### src/rtl/ps2_pkg.sv
// ----------------------------------------------------------------------------
// ps2_pkg
// Shared definitions for the PS/2 host receiver front end:
//   - ps2_state_t : receive FSM states (IDLE, DATA, PARITY, STOP)
//   - ERR_*       : codes reported on rx_err_code alongside rx_err
//   - odd_parity_ok : true when data plus parity bit carry an odd number of ones
// ----------------------------------------------------------------------------
package ps2_pkg;

   typedef enum logic [1:0] {
      IDLE   = 2'd0,
      DATA   = 2'd1,
      PARITY = 2'd2,
      STOP   = 2'd3
   } ps2_state_t;

   localparam logic [1:0] ERR_OVERFLOW = 2'd0;
   localparam logic [1:0] ERR_PARITY   = 2'd1;
   localparam logic [1:0] ERR_FRAMING  = 2'd2;
   localparam logic [1:0] ERR_TIMEOUT  = 2'd3;

   // PS/2 uses odd parity over the 8 data bits plus the parity bit.
   function automatic logic odd_parity_ok(input logic [7:0] data, input logic par);
      return ^{data, par};
   endfunction

endpackage

### src/rtl/ps2_clk_filter.sv
// ----------------------------------------------------------------------------
// ps2_clk_filter
// Synchronises the raw PS/2 clock pin, debounces it with a FILTER_LEN-deep
// shift register and flags each 1->0 transition of the filtered clock.
// Ports:
//   clk, rst : system clock, asynchronous active-high reset
//   clk_in   : raw PS/2 clock pin level
//   fall     : high for one cycle when the filtered clock falls
// ----------------------------------------------------------------------------
module ps2_clk_filter #(
   parameter int FILTER_LEN = 8
) (
   input  logic clk,
   input  logic rst,
   input  logic clk_in,
   output logic fall
);

   logic                  sync1;
   logic                  sync2;
   logic [FILTER_LEN-1:0] shreg;
   logic                  filt;
   logic                  filt_prev;

   // Synchroniser, filter history and filtered-clock level. Idle bus is high,
   // so everything resets to ones to avoid a spurious fall after reset.
   always_ff @(posedge clk or posedge rst) begin
      if (rst) begin
         sync1     <= 1'b1;
         sync2     <= 1'b1;
         shreg     <= {FILTER_LEN{1'b1}};
         filt      <= 1'b1;
         filt_prev <= 1'b1;
      end else begin
         sync1 <= clk_in;
         sync2 <= sync1;
         shreg <= {shreg[FILTER_LEN-2:0], sync2};
         // Level only changes on a full run of identical samples; else hold.
         if (shreg == {FILTER_LEN{1'b0}}) begin
            filt <= 1'b0;
         end else if (shreg == {FILTER_LEN{1'b1}}) begin
            filt <= 1'b1;
         end else begin
            filt <= filt;
         end
         filt_prev <= filt;
      end
   end

   assign fall = filt_prev & ~filt;

endmodule

### src/rtl/ps2_rx_frontend.sv
// ----------------------------------------------------------------------------
// ps2_rx_frontend
// PS/2 host-side receiver: deserialises 11-bit device frames, checks start,
// parity and stop bits, holds each byte in a valid/ack register and holds the
// PS/2 clock low while a byte is unread or after an error.
// Ports:
//   clk, rst         : system clock, asynchronous active-high reset
//   ps2_clk_in       : raw PS/2 clock pin level
//   ps2_data_in      : raw PS/2 data pin level
//   ps2_clk_oe       : 1 = drive PS/2 clock low, 0 = release (high-Z)
//   rx_data/rx_valid : received byte and its held flag
//   rx_ack           : consumer takes the held byte
//   rx_err           : one-cycle error pulse, cause on rx_err_code
//   busy             : a frame is in progress
// ----------------------------------------------------------------------------
module ps2_rx_frontend
   import ps2_pkg::*;
#(
   parameter int FILTER_LEN     = 8,
   parameter int TIMEOUT_CYCLES = 50000,
   parameter int INHIBIT_CYCLES = 5000
) (
   input  logic       clk,
   input  logic       rst,
   input  logic       ps2_clk_in,
   input  logic       ps2_data_in,
   output logic       ps2_clk_oe,
   output logic [7:0] rx_data,
   output logic       rx_valid,
   input  logic       rx_ack,
   output logic       rx_err,
   output logic [1:0] rx_err_code,
   output logic       busy
);

   localparam logic [15:0] TIMEOUT_LAST = 16'(TIMEOUT_CYCLES - 1);
   localparam logic [15:0] INHIBIT_LOAD = 16'(INHIBIT_CYCLES);

   logic        fall;
   logic        data_s1;
   logic        data_s2;

   ps2_state_t  state,     state_nxt;
   logic [2:0]  bit_cnt,   bit_cnt_nxt;
   logic [7:0]  shift,     shift_nxt;
   logic        par_err,   par_err_nxt;
   logic [15:0] to_cnt,    to_cnt_nxt;
   logic [15:0] inhib_cnt, inhib_cnt_nxt;
   logic        valid_nxt;
   logic [7:0]  data_nxt;
   logic        err_nxt;
   logic [1:0]  code_nxt;
   logic        oe_nxt;

   ps2_clk_filter #(.FILTER_LEN(FILTER_LEN)) u_clk_filter (
      .clk    (clk),
      .rst    (rst),
      .clk_in (ps2_clk_in),
      .fall   (fall)
   );

   // Two-flop synchroniser for the data pin.
   always_ff @(posedge clk or posedge rst) begin
      if (rst) begin
         data_s1 <= 1'b1;
         data_s2 <= 1'b1;
      end else begin
         data_s1 <= ps2_data_in;
         data_s2 <= data_s1;
      end
   end

   // Frame FSM, timeout, inhibit and handshake next-state logic.
   always_comb begin
      state_nxt     = state;
      bit_cnt_nxt   = bit_cnt;
      shift_nxt     = shift;
      par_err_nxt   = par_err;
      to_cnt_nxt    = to_cnt;
      inhib_cnt_nxt = (inhib_cnt != 16'd0) ? (inhib_cnt - 16'd1) : 16'd0;
      data_nxt      = rx_data;
      err_nxt       = 1'b0;
      code_nxt      = rx_err_code;

      // Ack is applied first so a byte completing this cycle can still load.
      if (rx_ack && rx_valid) begin
         valid_nxt = 1'b0;
      end else begin
         valid_nxt = rx_valid;
      end

      if (ps2_clk_oe) begin
         shift_nxt   = 8'h00;
         bit_cnt_nxt = 3'd0;
      end else begin
         shift_nxt   = shift;
      end

      if (inhib_cnt != 16'd0) begin
         // Clock is held low after an error: anything seen now is discarded.
         state_nxt   = IDLE;
         bit_cnt_nxt = 3'd0;
         shift_nxt   = 8'h00;
         to_cnt_nxt  = 16'd0;
      end else if (fall) begin
         to_cnt_nxt = 16'd0;
         case (state)
            IDLE: begin
               if (!data_s2) begin
                  state_nxt   = DATA;
                  bit_cnt_nxt = 3'd0;
               end else begin
                  err_nxt  = 1'b1;
                  code_nxt = ERR_FRAMING;
               end
            end
            DATA: begin
               shift_nxt = {data_s2, shift[7:1]};
               if (bit_cnt == 3'd7) begin
                  state_nxt   = PARITY;
                  bit_cnt_nxt = 3'd0;
               end else begin
                  bit_cnt_nxt = bit_cnt + 3'd1;
               end
            end
            PARITY: begin
               par_err_nxt = ~odd_parity_ok(shift, data_s2);
               state_nxt   = STOP;
            end
            STOP: begin
               state_nxt   = IDLE;
               bit_cnt_nxt = 3'd0;
               if (!data_s2) begin
                  err_nxt  = 1'b1;
                  code_nxt = ERR_FRAMING;
               end else if (par_err) begin
                  err_nxt  = 1'b1;
                  code_nxt = ERR_PARITY;
               end else if (!valid_nxt) begin
                  data_nxt  = shift;
                  valid_nxt = 1'b1;
               end else begin
                  err_nxt  = 1'b1;
                  code_nxt = ERR_OVERFLOW;
               end
            end
            default: begin
               state_nxt = IDLE;
            end
         endcase
      end else if (state != IDLE) begin
         if (to_cnt == TIMEOUT_LAST) begin
            err_nxt     = 1'b1;
            code_nxt    = ERR_TIMEOUT;
            state_nxt   = IDLE;
            bit_cnt_nxt = 3'd0;
            to_cnt_nxt  = 16'd0;
         end else begin
            to_cnt_nxt = to_cnt + 16'd1;
         end
      end else begin
         to_cnt_nxt = 16'd0;
      end

      if (err_nxt && (code_nxt != ERR_OVERFLOW)) begin
         inhib_cnt_nxt = INHIBIT_LOAD;
      end else begin
         inhib_cnt_nxt = inhib_cnt_nxt;
      end

      // Including the current rx_valid keeps the clock held one cycle past an ack.
      oe_nxt = (((valid_nxt | rx_valid) && (state_nxt == IDLE)) || (inhib_cnt_nxt != 16'd0));
   end

   // State and output registers.
   always_ff @(posedge clk or posedge rst) begin
      if (rst) begin
         state       <= IDLE;
         bit_cnt     <= 3'd0;
         shift       <= 8'h00;
         par_err     <= 1'b0;
         to_cnt      <= 16'd0;
         inhib_cnt   <= 16'd0;
         rx_data     <= 8'h00;
         rx_valid    <= 1'b0;
         rx_err      <= 1'b0;
         rx_err_code <= 2'd0;
         ps2_clk_oe  <= 1'b0;
         busy        <= 1'b0;
      end else begin
         state       <= state_nxt;
         bit_cnt     <= bit_cnt_nxt;
         shift       <= shift_nxt;
         par_err     <= par_err_nxt;
         to_cnt      <= to_cnt_nxt;
         inhib_cnt   <= inhib_cnt_nxt;
         rx_data     <= data_nxt;
         rx_valid    <= valid_nxt;
         rx_err      <= err_nxt;
         rx_err_code <= code_nxt;
         ps2_clk_oe  <= oe_nxt;
         busy        <= (state_nxt != IDLE);
      end
   end

endmodule

### config.mk
export PLATFORM = sky130hd
export DESIGN_NAME = ps2_rx_frontend
export DESIGN_NICKNAME = d
export VERILOG_FILES = /design/src/rtl/ps2_pkg.sv /design/src/rtl/ps2_clk_filter.sv /design/src/rtl/ps2_rx_frontend.sv
export SDC_FILE = /design/constraint.sdc
export NUM_CORES = 1
export LEC_CHECK = 0
export ABC_AREA = 1
export CORE_MARGIN = 2
export CORE_UTILIZATION = 45
export DETAILED_ROUTE_END_ITERATION = 7
export PLACE_DENSITY = 0.73
export SYNTH_ARGS = -nofsm -noshare
export SYNTH_HDL_FRONTEND = slang
export SYNTH_SLANG_ARGS = --single-unit
### constraint.sdc
create_clock -name clk -period 5.65 [get_ports clk]
set_input_delay 0.565 -clock clk [delete_from_list [all_inputs] [get_ports clk]]
set_output_delay 0.565 -clock clk [all_outputs]
set_load 0.005 [all_outputs]
## Yosys cells after proc, flatten, opt, wreduce, memory -nomap -nowiden

Index checks and enable logic that the tools add are counted.

| storage, ports and cells | value |
|---|---|
| register bits after elaboration | 74 |
| input bits | 5 |
| word-level logic and storage cells | 102 |

| cells by class | value |
|---|---|
| $add $sub $neg | 3 |
| equality and inequality tests | 6 |
| mux-type cells | 51 |
| bitwise operators | 7 |
| reductions and logical operators | 16 |

Operator list:

| operator | number |
|---|---|
| 16-bit 2-to-1 mux | 6 |
| 8-bit 2-to-1 mux | 4 |
| 16-bit nonzero test | 2 |
| 2-bit 2-to-1 mux | 14 |
| 3-bit 2-to-1 mux | 7 |
| 16-bit by 1-bit adder with 16-bit output, second input constant | 1 |
| 16-bit equality test, second input constant | 1 |
| 1-bit 2-to-1 mux | 16 |
| 16-bit by 1-bit subtractor with 16-bit output, second input constant | 1 |
| 3-bit case mux with 3 select lines | 1 |
| 9-bit XOR reduction | 1 |
| 8-bit equality test, second input constant | 1 |
| 8-bit logical NOT | 1 |
| 2-bit case mux with 4 select lines | 1 |
| 2-bit nonzero test | 4 |
| 6-bit AND reduction | 1 |
| 1-bit NOT | 5 |
| 2-bit equality test, second input constant | 2 |
| 2-bit logical NOT | 2 |
| 2-bit case mux with 2 select lines | 1 |
| 3-bit by 1-bit adder with 3-bit output, second input constant | 1 |
| 3-bit equality test, second input constant | 1 |
| 1-bit logical AND | 3 |
| 3-bit AND reduction | 1 |
| 5 further kinds | 5 |

## Depth between registers and ports, before layout

| depth | value |
|---|---|
| depth in word-level cells | 13 |
| gate-level depth with buffers | 14 |
| mapped depth without buffers | 14 |

## Modules after synthesis

A second synthesis with hierarchy kept.

| unflattened totals | value |
|---|---|
| cells, all modules | 455 |
| area, all modules | 3853.7 µm² |

Modules (own cells, without submodules):

| module | times used | cells each | area an instance (µm²) |
|---|---|---|---|
| ps2_rx_frontend | 1 | 424 | 3465.8 |
| ps2_clk_filter | 1 | 31 | 387.9 |

## Least setup slack after synthesis

Ideal clock, no wire load.

| path | value |
|---|---|
| path type | register to register |
| from | register inhib_cnt[0] |
| to | register ps2_clk_oe |
| setup time | 119 ps |
| arrival | 1710 ps |
| data required time | 5531 ps |
| path slack | 3822 ps |
| cell stages (with the launch flop) | 14 |
| buffers on the path | 1 |
| period minus slack after synthesis | 1828 ps |
| cells stage by stage | dfrtp_1 -> inv_1 -> ha_1 -> nand3_4 -> nor2_2 -> nand2_2 -> buf_6 -> nand3_1 -> nand2_1 -> nand3b_4 -> nor2_2 -> nand2_1 -> nor2_2 -> nand2_1 |

| between the ends | value |
|---|---|
| cells in the longest elaborated chain, start to end | 7 |
| elaborated cells between the ends (all ways) | 15 |

RTL lines:

| element | line | text |
|---|---|---|
| start: declaration | ps2_rx_frontend.sv:48 | `logic [15:0] inhib_cnt, inhib_cnt_nxt;` |
| start signal: assignment | ps2_rx_frontend.sv:196 | `inhib_cnt <= inhib_cnt_nxt;` |
| branches (longest 6 deep; another with 16-bit by 1-bit subtractor with 16-bit output) | n/a |  |
| 1-bit logical OR (*) | ps2_rx_frontend.sv:172 | `oe_nxt = (((valid_nxt \| rx_valid) && (state_nxt == IDLE)) \|\| (inhib_cnt_nxt != 16'd0));` |
| via oe_nxt | ps2_rx_frontend.sv:53 | `logic oe_nxt;` |
| end signal: assignment | ps2_rx_frontend.sv:201 | `ps2_clk_oe <= oe_nxt;` |
| end: declaration | ps2_rx_frontend.sv:27 | `output logic ps2_clk_oe,` |

Mark *: on every way through the listed nets, which the timed path passes.
A chain may end at the register's enable or synchronous reset.

## Final worst setup path

| path | value |
|---|---|
| from | register inhib_cnt[0] |
| to | register to_cnt[8] |

| between the ends | value |
|---|---|
| cells in the longest elaborated chain, start to end | 2 |

RTL lines:

| element | line | text |
|---|---|---|
| 16-bit nonzero test | ps2_rx_frontend.sv:99 | `if (inhib_cnt != 16'd0) begin` |
| 16-bit 2-to-1 mux | ps2_rx_frontend.sv:99 |  |
| via to_cnt_nxt[8] | ps2_rx_frontend.sv:47 | `logic [15:0] to_cnt, to_cnt_nxt;` |
| end signal: assignment | ps2_rx_frontend.sv:195 | `to_cnt <= to_cnt_nxt;` |
| end: declaration | ps2_rx_frontend.sv:47 |  |

The timed path passes the listed nets, and every way through them passes these cells.

==> results.txt <==
----------------------------------------------------
[Outcome]
  Run status ... complete, no violations

[Routing]
  Wire length after detailed routing ... 7277 um
  Vias after detailed routing ... 2924
  Count of nets left with antenna violations after detail routing ... 0
  Post-detailed-route wirelength per cell ... 12.38 um
  Via density per instance ... 4.973
  DRC violation total after the first TritonRoute iteration ... 177
  DRC ... 0
  Total iterations of the first detailed-routing run ... 4

[Setup path]
  Category of the most critical setup path ... reg2reg
  Family of cells with the greatest summed delay on the critical path ... simple AND/OR/NAND/NOR gates
  Chain of cells forming the critical path ... inv_1, ha_1, nand3_4, nor2_8, nand4_4, nor2_2, nand3_1, inv_1, o21ai_0, a21oi_1
  Kind of capture point of the worst setup path ... flop
  Largest stage delay on the critical path ... 0.40 ns
  Critical path arrival ... 2.77 ns
  Most prevalent standard cell on the critical path ... sky130_fd_sc_hd__inv_1
  Data required time of the worst path ... 5.93 ns
  Slowest-stage cell, CP ... sky130_fd_sc_hd__dfrtp_1
  Worst setup slack for register-to-register paths ... 3.16 ns
  Critical Path Start Type ... flop
  Biggest fanout along the worst timing path ... 14
  Buffering stage count on the worst path with inverters included ... 2

[Synth]
  Multiplexer fraction of the synthesized cell area ... 0%
  Basic-gate share of the synthesized area counting and, or, nand and nor cells ... 26.46%
  Xor and xnor fraction of the mapped netlist area ... 4.120%
  EDFF count, synth ... 0
  Share of Yosys cell area claimed by the top area cell type ... 39.24%
  Nets in the synthesized netlist ... 466
  Top cell type by total area after synthesis ... sky130_fd_sc_hd__dfrtp_1
  Top cell types by occurrence after synthesis ... sky130_fd_sc_hd__nand2_1 (79), sky130_fd_sc_hd__inv_1 (70), sky130_fd_sc_hd__dfrtp_1 (60)
  Total of flip-flops plus latches after synthesis ... 74
  Syn. warnings ... 0
  Mapped Avg Cell Area ... 8.446 sq um
  Cell count after synthesis ... 453
  Commonest register cell after synthesis ... sky130_fd_sc_hd__dfrtp_1
  Compound-gate portion of the synthesized area ... 9.745%
  Mapped cell area ... 3826 sq um
  Largest family of logic cells by synthesized area ... simple AND/OR/NAND/NOR gates
  Post-synthesis async set-or-reset flop share ... 100.0%
  Count of distinct cell types in the synthesized netlist ... 41
  Top post-synthesis cells by area ... sky130_fd_sc_hd__dfrtp_1 (39%), sky130_fd_sc_hd__dfstp_2 (9.6%), sky130_fd_sc_hd__nand2_1 (7.8%), sky130_fd_sc_hd__inv_1 (6.9%), sky130_fd_sc_hd__nor2_1 (5.2%)
  Sequential cell area fraction in the yosys report ... 48.86%
  Adder-cell area share of the yosys netlist ... 2.616%
  Top-count cell post-synth ... sky130_fd_sc_hd__nand2_1

[GRT]
  Global route overflow ... 0
  Number of global-route vias before repair ... 2864
  Initial antenna violation count ... 0
  Global-route wire length before repair ... 12690 um
  Total global-route track usage ... 17.87%
  Largest net degree at the start of global routing ... 75

[STA]
  Final setup violation count ... 0
  RSZ-0062 raised after global routing ... no
  Setup Skew ... 0.01867 ns
  Max-Slew Margin vs Limit ... 40.02%
  Final Slew Violations ... 0
  Minimum setup slack in the final design ... 3.158 ns
  Final hold violations ... 0
  Clock period minus final worst setup slack ... 2.492 ns
  Timing-limited maximum frequency ... 401.3 MHz
  Total negative slack ... 0 ns
  Actual slew at the worst max-slew pin ... 0.8997 ns
  Final critical-path share of the clock period ... 44.11%

[Power and ir drop]
  Leakage power summed over all cells ... 0.001979 uW
  Worst voltage drop across the vdd grid ... 0.1031 mV
  Cell area power density ... 216.8 nW/um^2
  Total design power ... 930.6 uW

[Clock network]
  Clock tree from TritonCTS ... done
  Total clock buffers created by CTS ... 9
  Clock latency reported for the late side of the worst-skew pair ... 0.36 ns
  Master cell of the clock root buffer ... sky130_fd_sc_hd__clkbuf_8
  CTS-repair resized insts ... 0
  Number of buffers on the longest clock path ... 2
  H-tree lvl count ... 3
  Clk sinks ... 74
  Hold_buf cts ... 0
  CTS clock-pin slew for the worst setup and hold paths ... 0.09 ns
  Number of setup buffers added after CTS ... 0

[Finish]
  Share of layout cells above drive strength 1 ... 13.87%
  Layout overhead on the synthesized area ... 12.20%
  Number of standard cells in the layout, taps in and fillers out ... 588
  Final Util ... 52.25%
  Number of fill cells ... 758
  Number of antenna cells inserted ... 0
  Net total in the final layout ... 491

[Floorplan]
  Height of the die ... 96.21 um
  # rows ... 33
  Effective utilization at floorplan ... 46.57%
  I/O pin count ... 19
  Core region area ... 8217 sq um
  Die width ... 96.21 um
  Area of the die ... 9256 sq um

[Job]
  Max Cap Viol ... 0

[Hold path]
  Min-delay worst type ... reg2reg

[Placement]
  Estimated wirelength of the detail-placed design ... 5388 um
  Pre-CTS WS ... 3.159 ns
  # port buffers ... 18
  Weighted congestion at the end of routability-driven global placement ... 0.8339
  Post-placement cell count ... 572

----------------------------------------------------
## layout by cell type (no fill, tap or decap), types with 3 or more instances in the layout
master / Yosys / layout
sky130_fd_sc_hd__nand2_1: 79 / 79
sky130_fd_sc_hd__inv_1: 70 / 69
sky130_fd_sc_hd__dfrtp_1: 60 / 60
sky130_fd_sc_hd__nor2_1: 53 / 53
sky130_fd_sc_hd__o21ai_0: 30 / 30
sky130_fd_sc_hd__nand3_1: 28 / 28
sky130_fd_sc_hd__clkdlybuf4s50_1: 0 / 18
sky130_fd_sc_hd__a21oi_1: 15 / 15
sky130_fd_sc_hd__dfstp_2: 14 / 14
sky130_fd_sc_hd__nor2_2: 10 / 10
sky130_fd_sc_hd__xor2_1: 10 / 10
sky130_fd_sc_hd__clkbuf_8: 0 / 9
sky130_fd_sc_hd__nand4_1: 8 / 8
sky130_fd_sc_hd__xnor2_1: 8 / 8
sky130_fd_sc_hd__o21ai_1: 8 / 8
sky130_fd_sc_hd__ha_1: 8 / 8
sky130_fd_sc_hd__inv_2: 5 / 6
sky130_fd_sc_hd__nor3_1: 5 / 5
sky130_fd_sc_hd__nand2_2: 5 / 5
sky130_fd_sc_hd__or2_2: 3 / 3
sky130_fd_sc_hd__nor2_4: 3 / 3
sky130_fd_sc_hd__nor3b_1: 3 / 3
sky130_fd_sc_hd__clkinvlp_4: 0 / 3
## cells by family (layout without fill, tap and decap cells)
family          Yosys count  in the layout
fa+ha+maj                 8              8
buf+inv                  81            111
simple gates            206            206
compound gates           66             66
flops                    74             74
xor+xnor                 18             18
## per-stage QoR
step | hold slack, ns | instance area (sq um)
after floorplan | 0.3452 | 3826
after global placement | 0.3465 | 4116
after detailed placement | 0.3500 | 4116
after CTS | 0.3587 | 4293
after global routing | 0.3647 | 4293
final | 0.3568 | 4293
## metal layers
layer / wire length (um) / global-route usage [%]
met4: 140 / 7.024
met3: 277 / 4.150
met1: 3360 / 23.76
met5: 0 / 0
met2: 3499 / 28.24
## flip-flops by register name, summed over array words and instances, names as in the netlist, 2 cells and up
name and cells:
inhib_cnt 16, bit_cnt 3, u_clk_filter.shreg 8, state 2, shift 8, to_cnt 16
rx_data 8, rx_err_code 2
## report_power, final
group          leakage, uW  switching, uW  internal, uW
clock network    0.0000799            211           161
logic             0.000960           13.3          5.03
registers         0.000939           2.89           537
total              0.00198            227           704
## cell type report
cell class                      instances  area, sq um  share of cell area [%]
Inverter                               76        285.3                   6.645
Timing Repair Buffer                   19        187.7                   4.372
Sequential cell                        74         1869                   43.54
Clock buffer                            9        123.9                   2.885
Clock inverter                          7        52.55                   1.224
Tap cell                              105        131.4                   3.060
Multi-Input combinational cell        298         1643                   38.27
## worst paths after layout
path,start,to,cells after the start
max,inhib_cnt[0]$_DFF_PP0_,to_cnt[8]$_DFF_PP0_,10
min reg2reg,u_clk_filter.shreg[5]$_DFF_PP1_,u_clk_filter.shreg[6]$_DFF_PP1_,0
max in group asynchronous,rst,inhib_cnt[5]$_DFF_PP0_,3
min,u_clk_filter.shreg[5]$_DFF_PP1_,u_clk_filter.shreg[6]$_DFF_PP1_,0
max reg2reg,inhib_cnt[0]$_DFF_PP0_,to_cnt[8]$_DFF_PP0_,10
min in group asynchronous,rst,shift[7]$_DFF_PP0_,3
Note: power is estimated with default switching activity, not from simulation.
